==> config.mk <==
export PLATFORM = sky130hd
export DESIGN_NAME = fm_seq_ddr_wr
export DESIGN_NICKNAME = d
export VERILOG_FILES = /design/src/rtl/fm_seq_ddr_wr.sv
export SDC_FILE = /design/constraint.sdc
export NUM_CORES = 1
export LEC_CHECK = 0
export BUFFER_PORTS_ARGS = -buffer_cell sky130_fd_sc_hd__buf_4
export CAP_MARGIN = 20
export CORE_UTILIZATION = 45
export CTS_CLUSTER_DIAMETER = 50
export CTS_CLUSTER_SIZE = 30
export DETAILED_ROUTE_END_ITERATION = 8
export PLACE_DENSITY = 0.69
export SLEW_MARGIN = 20
export SYNTH_ARGS = -nofsm -noshare
export SYNTH_HDL_FRONTEND = slang
export SYNTH_SLANG_ARGS = --single-unit
==> constraint.sdc <==
create_clock -name clk -period 15.4 [get_ports clk]
set_clock_uncertainty 0.2 [all_clocks]
set_input_delay 1.54 -clock clk [delete_from_list [all_inputs] [get_ports clk]]
set_output_delay 1.54 -clock clk [all_outputs]
set_load 0.01 [all_outputs]
==> src/rtl/fm_seq_ddr_wr.sv <==
// fm_seq_ddr_wr: buffers an upstream word stream in a small FIFO and issues
// each word to a DDR application port as one write command plus one write
// data beat, with independent command/data handshakes and an auto-advancing
// address counter.
module fm_seq_ddr_wr #(
  parameter int APP_DATA_WIDTH = 64,
  parameter int APP_ADDR_WIDTH = 28,
  parameter int FIFO_DEPTH     = 16,
  parameter int ADDR_STRIDE    = 8
) (
  input  logic                        clk,
  input  logic                        rst,
  input  logic [APP_DATA_WIDTH-1:0]   seq,
  input  logic                        seq_valid,
  input  logic                        seq_last,
  input  logic [APP_ADDR_WIDTH-1:0]   addr_base,
  input  logic                        addr_load,
  output logic [APP_ADDR_WIDTH-1:0]   app_addr,
  output logic [2:0]                  app_cmd,
  output logic                        app_en,
  input  logic                        app_rdy,
  output logic [APP_DATA_WIDTH-1:0]   app_wdf_data,
  output logic                        app_wdf_wren,
  output logic                        app_wdf_end,
  output logic [APP_DATA_WIDTH/8-1:0] app_wdf_mask,
  input  logic                        app_wdf_rdy,
  output logic                        busy,
  output logic                        burst_done,
  output logic                        overflow
);

  localparam int PW = $clog2(FIFO_DEPTH);

  typedef enum logic {IDLE, ISSUE} state_t;

  // Each entry carries the last-of-burst tag above the data word.
  logic [APP_DATA_WIDTH:0]   mem_q [FIFO_DEPTH];
  logic [PW-1:0]             wr_ptr_q, wr_ptr_d;
  logic [PW-1:0]             rd_ptr_q, rd_ptr_d;
  logic [PW:0]               cnt_q, cnt_d;
  state_t                    state_q, state_d;
  logic                      cmd_done_q, cmd_done_d;
  logic                      dat_done_q, dat_done_d;
  logic                      app_en_q, app_en_d;
  logic                      wren_q, wren_d;
  logic                      burst_done_q, burst_done_d;
  logic                      overflow_q, overflow_d;
  logic [APP_ADDR_WIDTH-1:0] addr_q, addr_d;

  logic                      full;
  logic                      push;
  logic                      pop;
  logic                      cmd_acc;
  logic                      dat_acc;
  logic [APP_DATA_WIDTH:0]   head;

  assign head    = mem_q[rd_ptr_q];
  assign full    = (cnt_q == (PW+1)'(FIFO_DEPTH));
  assign cmd_acc = app_en_q & app_rdy;
  assign dat_acc = wren_q & app_wdf_rdy;
  // A word retires once both sides have been accepted, now or earlier.
  assign pop     = (state_q == ISSUE) & (cmd_done_q | cmd_acc) & (dat_done_q | dat_acc);
  // Full FIFO still accepts when the head leaves in the same cycle.
  assign push    = seq_valid & (~full | pop);

  assign busy         = (cnt_q != '0) | (state_q != IDLE);
  assign app_addr     = addr_q;
  assign app_cmd      = 3'b000;
  assign app_en       = app_en_q;
  assign app_wdf_data = head[APP_DATA_WIDTH-1:0];
  assign app_wdf_wren = wren_q;
  assign app_wdf_end  = wren_q;
  assign app_wdf_mask = '0;
  assign burst_done   = burst_done_q;
  assign overflow     = overflow_q;

  // Next-state logic for FIFO pointers, handshake tracking, address and FSM.
  always_comb begin
    wr_ptr_d     = wr_ptr_q;
    rd_ptr_d     = rd_ptr_q;
    state_d      = state_q;
    addr_d       = addr_q;
    if (push) wr_ptr_d = wr_ptr_q + PW'(1);
    if (pop)  rd_ptr_d = rd_ptr_q + PW'(1);
    cnt_d        = cnt_q + (PW+1)'(push) - (PW+1)'(pop);
    overflow_d   = overflow_q | (seq_valid & ~push);
    burst_done_d = pop & head[APP_DATA_WIDTH];
    cmd_done_d   = pop ? 1'b0 : (cmd_done_q | cmd_acc);
    dat_done_d   = pop ? 1'b0 : (dat_done_q | dat_acc);
    if (pop) begin
      addr_d = addr_q + APP_ADDR_WIDTH'(ADDR_STRIDE);
    end else if (addr_load && !busy) begin
      addr_d = addr_base;
    end
    case (state_q)
      IDLE:    if (cnt_q != '0) state_d = ISSUE;
      ISSUE:   if (pop && cnt_d == '0) state_d = IDLE;
      default: state_d = IDLE;
    endcase
    // Valids are registered; each drops once its side has been accepted.
    app_en_d = (state_d == ISSUE) & ~cmd_done_d;
    wren_d   = (state_d == ISSUE) & ~dat_done_d;
  end

  // Control and output registers.
  always_ff @(posedge clk) begin
    if (rst) begin
      wr_ptr_q     <= '0;
      rd_ptr_q     <= '0;
      cnt_q        <= '0;
      state_q      <= IDLE;
      cmd_done_q   <= 1'b0;
      dat_done_q   <= 1'b0;
      app_en_q     <= 1'b0;
      wren_q       <= 1'b0;
      burst_done_q <= 1'b0;
      overflow_q   <= 1'b0;
      addr_q       <= '0;
    end else begin
      wr_ptr_q     <= wr_ptr_d;
      rd_ptr_q     <= rd_ptr_d;
      cnt_q        <= cnt_d;
      state_q      <= state_d;
      cmd_done_q   <= cmd_done_d;
      dat_done_q   <= dat_done_d;
      app_en_q     <= app_en_d;
      wren_q       <= wren_d;
      burst_done_q <= burst_done_d;
      overflow_q   <= overflow_d;
      addr_q       <= addr_d;
    end
  end

  // FIFO storage; contents need no reset since the pointers define validity.
  always_ff @(posedge clk) begin
    if (push) mem_q[wr_ptr_q] <= {seq_last, seq};
  end

endmodule

Word-level counts from Yosys, hierarchy flattened
Memory sizes are Yosys's and may differ from the RTL's. A register that Yosys moved wholly into a read port is not among the register bits.
Index checks and enable logic that the tools add are counted.
{"block": "classes", "muxes": 11, "n_reduce_logical": 6, "addsub": 5, "n_eq_ne": 1, "n_bitwise": 19}
{"op": "28-bit two-way mux", "count": 2}
{"op": "28-bit by 4-bit adder with 28-bit output (second input constant)", "count": 1}
{"op": "1-bit bitwise AND", "count": 9}
{"op": "4-bit by 1-bit adder with 4-bit output (second input constant)", "count": 2}
{"op": "4-bit two-way mux", "count": 2}
{"op": "1-bit two-way mux", "count": 6}
{"op": "5-bit by 1-bit adder with 5-bit output", "count": 1}
{"op": "5-bit == test (second input constant)", "count": 1}
{"op": "5-bit zero test", "count": 1}
{"op": "1-bit NOT", "count": 5}
{"op": "1-bit bitwise OR", "count": 5}
{"op": "5-bit nonzero test", "count": 1}
{"op": "5-bit by 1-bit subtractor with 5-bit output", "count": 1}
{"op": "1-bit logical AND", "count": 2}
{"op": "1-bit one-hot mux with 2 select lines", "count": 1}
{"op": "2-bit nonzero test", "count": 1}
{"op": "1-bit zero test", "count": 1}
{"block": "totals", "register_bits": 48, "n_memories": 1, "ramBits": 1040, "inputBits": 99, "wordCells": 54, "output_inout_bits": 109}
{"memory": "mem_q", "depth": 16, "width": 65, "rd": 1, "rd_clocked_by_memory_dff": 1, "write_ports": 1, "line_no": "37", "text": "logic [APP_DATA_WIDTH:0] mem_q [FIFO_DEPTH];"}

Logic depth before layout (Yosys ltp)
{"block": "logic_depth", "depth_word": 13, "ltp_mapped": 16, "mapped_depth_nobuf": 16}

Worst setup path before layout
Ideal clock, no wire load.
{"block": "synth_timing", "path_kind": "input to register", "from": "input app_rdy", "to": "memory mem_q[0][0] (netlist name) (enable)", "n_path_buf": 0, "path_slack_ns": 7.947, "path_stages": 5, "setup_time_ns": 0.568, "t_arrival_ns": 6.685, "cell_sequence": "a21o_1 > a31oi_1 > nor2b_1 > nand2_1 > nor3_1"}
{"block": "synth_via", "elab_chain_cells": 8}
{"item": "start: declaration", "line_no": "21", "text": "input logic app_rdy,"}
{"item": "1-bit bitwise AND", "line_no": "59", "text": "assign cmd_acc = app_en_q & app_rdy;"}
{"item": "1-bit bitwise OR", "line_no": "62", "text": "assign pop = (state_q == ISSUE) & (cmd_done_q | cmd_acc) & (dat_done_q | dat_acc);"}
{"item": "1-bit bitwise AND (2 in a row)", "line_no": "62"}
{"item": "1-bit bitwise OR", "line_no": "64", "text": "assign push = seq_valid & (~full | pop);"}
{"item": "1-bit bitwise AND", "line_no": "64"}
{"item": "1-bit two-way mux", "line_no": "136", "text": "if (push) mem_q[wr_ptr_q] <= {seq_last, seq};"}
{"item": "1-bit two-way mux (not written as such)", "line_no": "136"}
{"item": "end: declaration", "line_no": "37"}
No other way between the ends.

==> metrics.yaml <==
status: "completed"
ant_nets: 0
crit_path_max_incr_delay_ns: 0.68
critPathArrivalTime_ns: 4.04
end_kind: "output pin"
hold_path.class: "reg2reg"
grt_max_degree: 153
required_ns: 13.66
cts_tree: "done"
critPathSlowestCell: "buf_6"
ys_ff_latch: 1092
syn_avg_cell_area_um2: 23.4
detailed_place_hpwl_mm: 46.7
fin_setup_tns_ns: 0
syn_area_um2: 41800
fin_crit_sh_pct: 37.5
ys_seq_area_share_pct: 77.2
relSlewSlack_pct: 27.9
nets: 2143
postCtsHoldBufs: 0
drive_gt1_share_pct: 36.2
drt_iter0_drc: 1964
path_max_fanout: 113
worstHoldEndpoint: "app_addr[2]"
critical_path_class: "reg2out"
core_um2: 91800
r2r_slack_ns: 11.63
path_clk_slew_ns: 0.06
pwr_density_cell_nw_per_um2: 137
r2r_start: "cnt_q[3]"
synth-edff-count: 1040
r2r_end: "mem_q[6][29]"
finalHoldViolations: 0
die_area_um2: 94100
r2r_cells: 8
ys_warn_count: 0
clockRootBuffer: "clkbuf_16"
wl_per_cell_um: 27.0
cts_sinks: 1092
setup_violations: 0
htreeDepth: 3
drc: 0
max_freq_mhz: 173
finalMaxSlewViolations: 0
grt_pass1_vias: 20200
worst_slew_pin_slew_ns: 1.08
clk_path_buf_depth: 3
cap_violations: 0
cp_cell_sequence: "buf_12 -> buf_6 -> mux4_2 -> mux4_2 -> buf_4"
io_pins: 208
pre_cts_ws_ns: 9.32
start_util_pct: 45.5
clkLatencyLatePin_ns: 0.64
grt_pass1_wl_mm: 134
worst-path-buf-inv: 3
finalCriticalPeriod_ns: 5.78
post_cts_buffers: 0
crit_family: "buffers and inverters"
routabilityCongestion: 0.795
fillers: 6893
layout_setup_ws_ns: 9.62
crit_path_frequent_cell: "mux4_2"
synthCells: 1787
drt_wl_total_mm: 90.9
cts-buffers-inserted: 99
synth_top_area_share_pct: 74.7
first_pass_iters: 5
p_leak_nw: 15.0
synthTopCellsByArea: "edfxtp_1 75%, mux4_2 17%, dfxtp_1 2.5%, buf_6 0.59%, clkbuf_1 0.42%"
num_rows: 111
cts_resized: 0
synth.distinct_cells: 53
async_flop_share_pct: 0
vias: 19400
io_buffers: 196
antenna_found_initial: 9
worst_ir_drop_vdd_uv: 83.5
ys.flop_type: "edfxtp_1"
critPathLaunchType: "flip-flop"
hold_path_depth: 2
track_usage_pct: 19.6
hold_start: "app_addr[2]"
die_y_um: 307
synth_area_leader_cell: "edfxtp_1"
dieWidth_um: 307
via_per_inst: 5.76
rsz0062_at_grt: "false"
grt.overflow.total: 0
area_delta_synth_final_pct: 15.8
-- metrics by stage --
stage	utilization, %	total power [mW]	hold slack, ns	std cells	cell area (µm²)
2_1_floorplan	-	3.82	0.268	1797	41800
3_3_place_gp	48.7	4.05	0.243	3170	44700
4_1_cts	52.7	6.70	0.259	3359	48300
5_1_grt	52.7	6.86	0.284	3364	48400
6_report	52.7	6.64	0.255	3366	48400
3_5_place_dp	48.7	4.07	0.248	3171	44700
-- registers in the layout (all words and copies together) (netlist names), named ones only --
| signal | flops |
|---|---|
| overflow | 1 |
| app_en | 1 |
| state_q | 1 |
| dat_done_q | 1 |
| app_wdf_end | 1 |
| wr_ptr_q | 4 |
| burst_done | 1 |
| app_addr | 28 |
| rd_ptr_q | 4 |
| cnt_q | 5 |
| cmd_done_q | 1 |
| mem_q | 1040 |
-- logic make-up after synthesis --
| group | share of synthesized area (%) |
|---|---|
| mux | 17.6 |
| flops | 77.2 |
| fa+ha+maj | 0.407 |
| buf+inv | 1.60 |
| other cells | 0.00897 |
| xor+xnor | 0.251 |
| simple gates | 1.87 |
| compound gates | 1.09 |
-- Yosys cell counts, drive strengths merged (2+ instances only) --
master,instances
nor3b,3
mux4,324
o22ai,4
xor2,7
inv,17
a21o,3
nand4b,3
nor3,11
or3,6
o221ai,2
dfxtp,52
nand4,10
a21oi,30
or2,2
a32oi,3
clkbuf,47
and3,4
nor4,6
ha,12
xnor2,5
o211ai,4
nand3,13
a31oi,9
mux2,3
a22oi,5
nor2,38
nor2b,5
buf,53
nand2,39
a211oi,2
nand2b,4
o21ai,6
and2,2
edfxtp,1040
-- worst max path at each step --
stage	start	slack, ns	depth (start not counted)	end
5_1_grt	flip-flop	9.30	5	app_wdf_data[11]
4_1_cts	flip-flop	8.64	5	app_wdf_data[9]
3_5_place_dp	flip-flop	9.32	5	app_wdf_data[9]
3_3_place_gp	flip-flop	9.41	5	app_wdf_data[9]
6_report	flip-flop	9.62	5	app_wdf_data[38]
2_1_floorplan	app_rdy	7.95	5	mem_q[0][0]
-- worst register-to-register path: stages (launching register included) --
cell and delay, ns:
dfxtp_1 0.34, inv_1 0.07, ha_1 0.20, nand4bb_1 0.11
a31oi_1 0.09, nor2b_1 0.38, nand2_1 0.30, nor2_4 0.85
buf_4 0.86
-- cell usage in the layout (no fill, tap or decap), types with 5 or more instances in the layout --
master,count
xor2_1,7
a21oi_1,30
nand2_1,39
inv_12,9
mux4_2,324
a31oi_1,9
nor2_4,12
diode_2,5
clkbuf_16,100
a22oi_1,5
dfxtp_1,48
nor2_1,26
nor2b_1,5
conb_1,11
xnor2_1,5
nor3_1,7
nand3_1,13
ha_1,12
o21ai_0,6
clkinv_8,25
nand4_1,9
inv_8,15
clkinv_4,5
buf_4,227
or3_1,6
inv_1,16
edfxtp_1,1040
inv_6,17
-- power by group --
part	internal, mW	leakage, nW	total, mW	switching (mW)
clock network	1.36	1.76	2.64	1.28
logic	0.281	3.37	0.606	0.325
registers	3.34	9.82	3.39	0.0451
-- layer usage --
metal	part of all wire (%)	wire [µm]	GRT usage, %	up-vias
met1	39	35500	25.6	10400
met3	6.6	6050	3.69	141
met2	52	47100	33.3	681
li1	-	-	-	8133
met4	2.5	2250	6.30	10
met5	0.064	58	0	-
-- layout make-up --
class                           instances  area [µm²]  share of cell area (%)
Inverter                               17        63.8                   0.132
Antenna cell                            5        12.5                  0.0258
Clock inverter                         87        1140                    2.37
Multi-Input combinational cell        588        9010                    18.6
Tap cell                             1243        1560                    3.21
Clock buffer                          101        2510                    5.18
Timing Repair Buffer                  233        1830                    3.78
Sequential cell                      1092       32300                    66.7
Note: power is estimated with default switching activity, not from simulation.
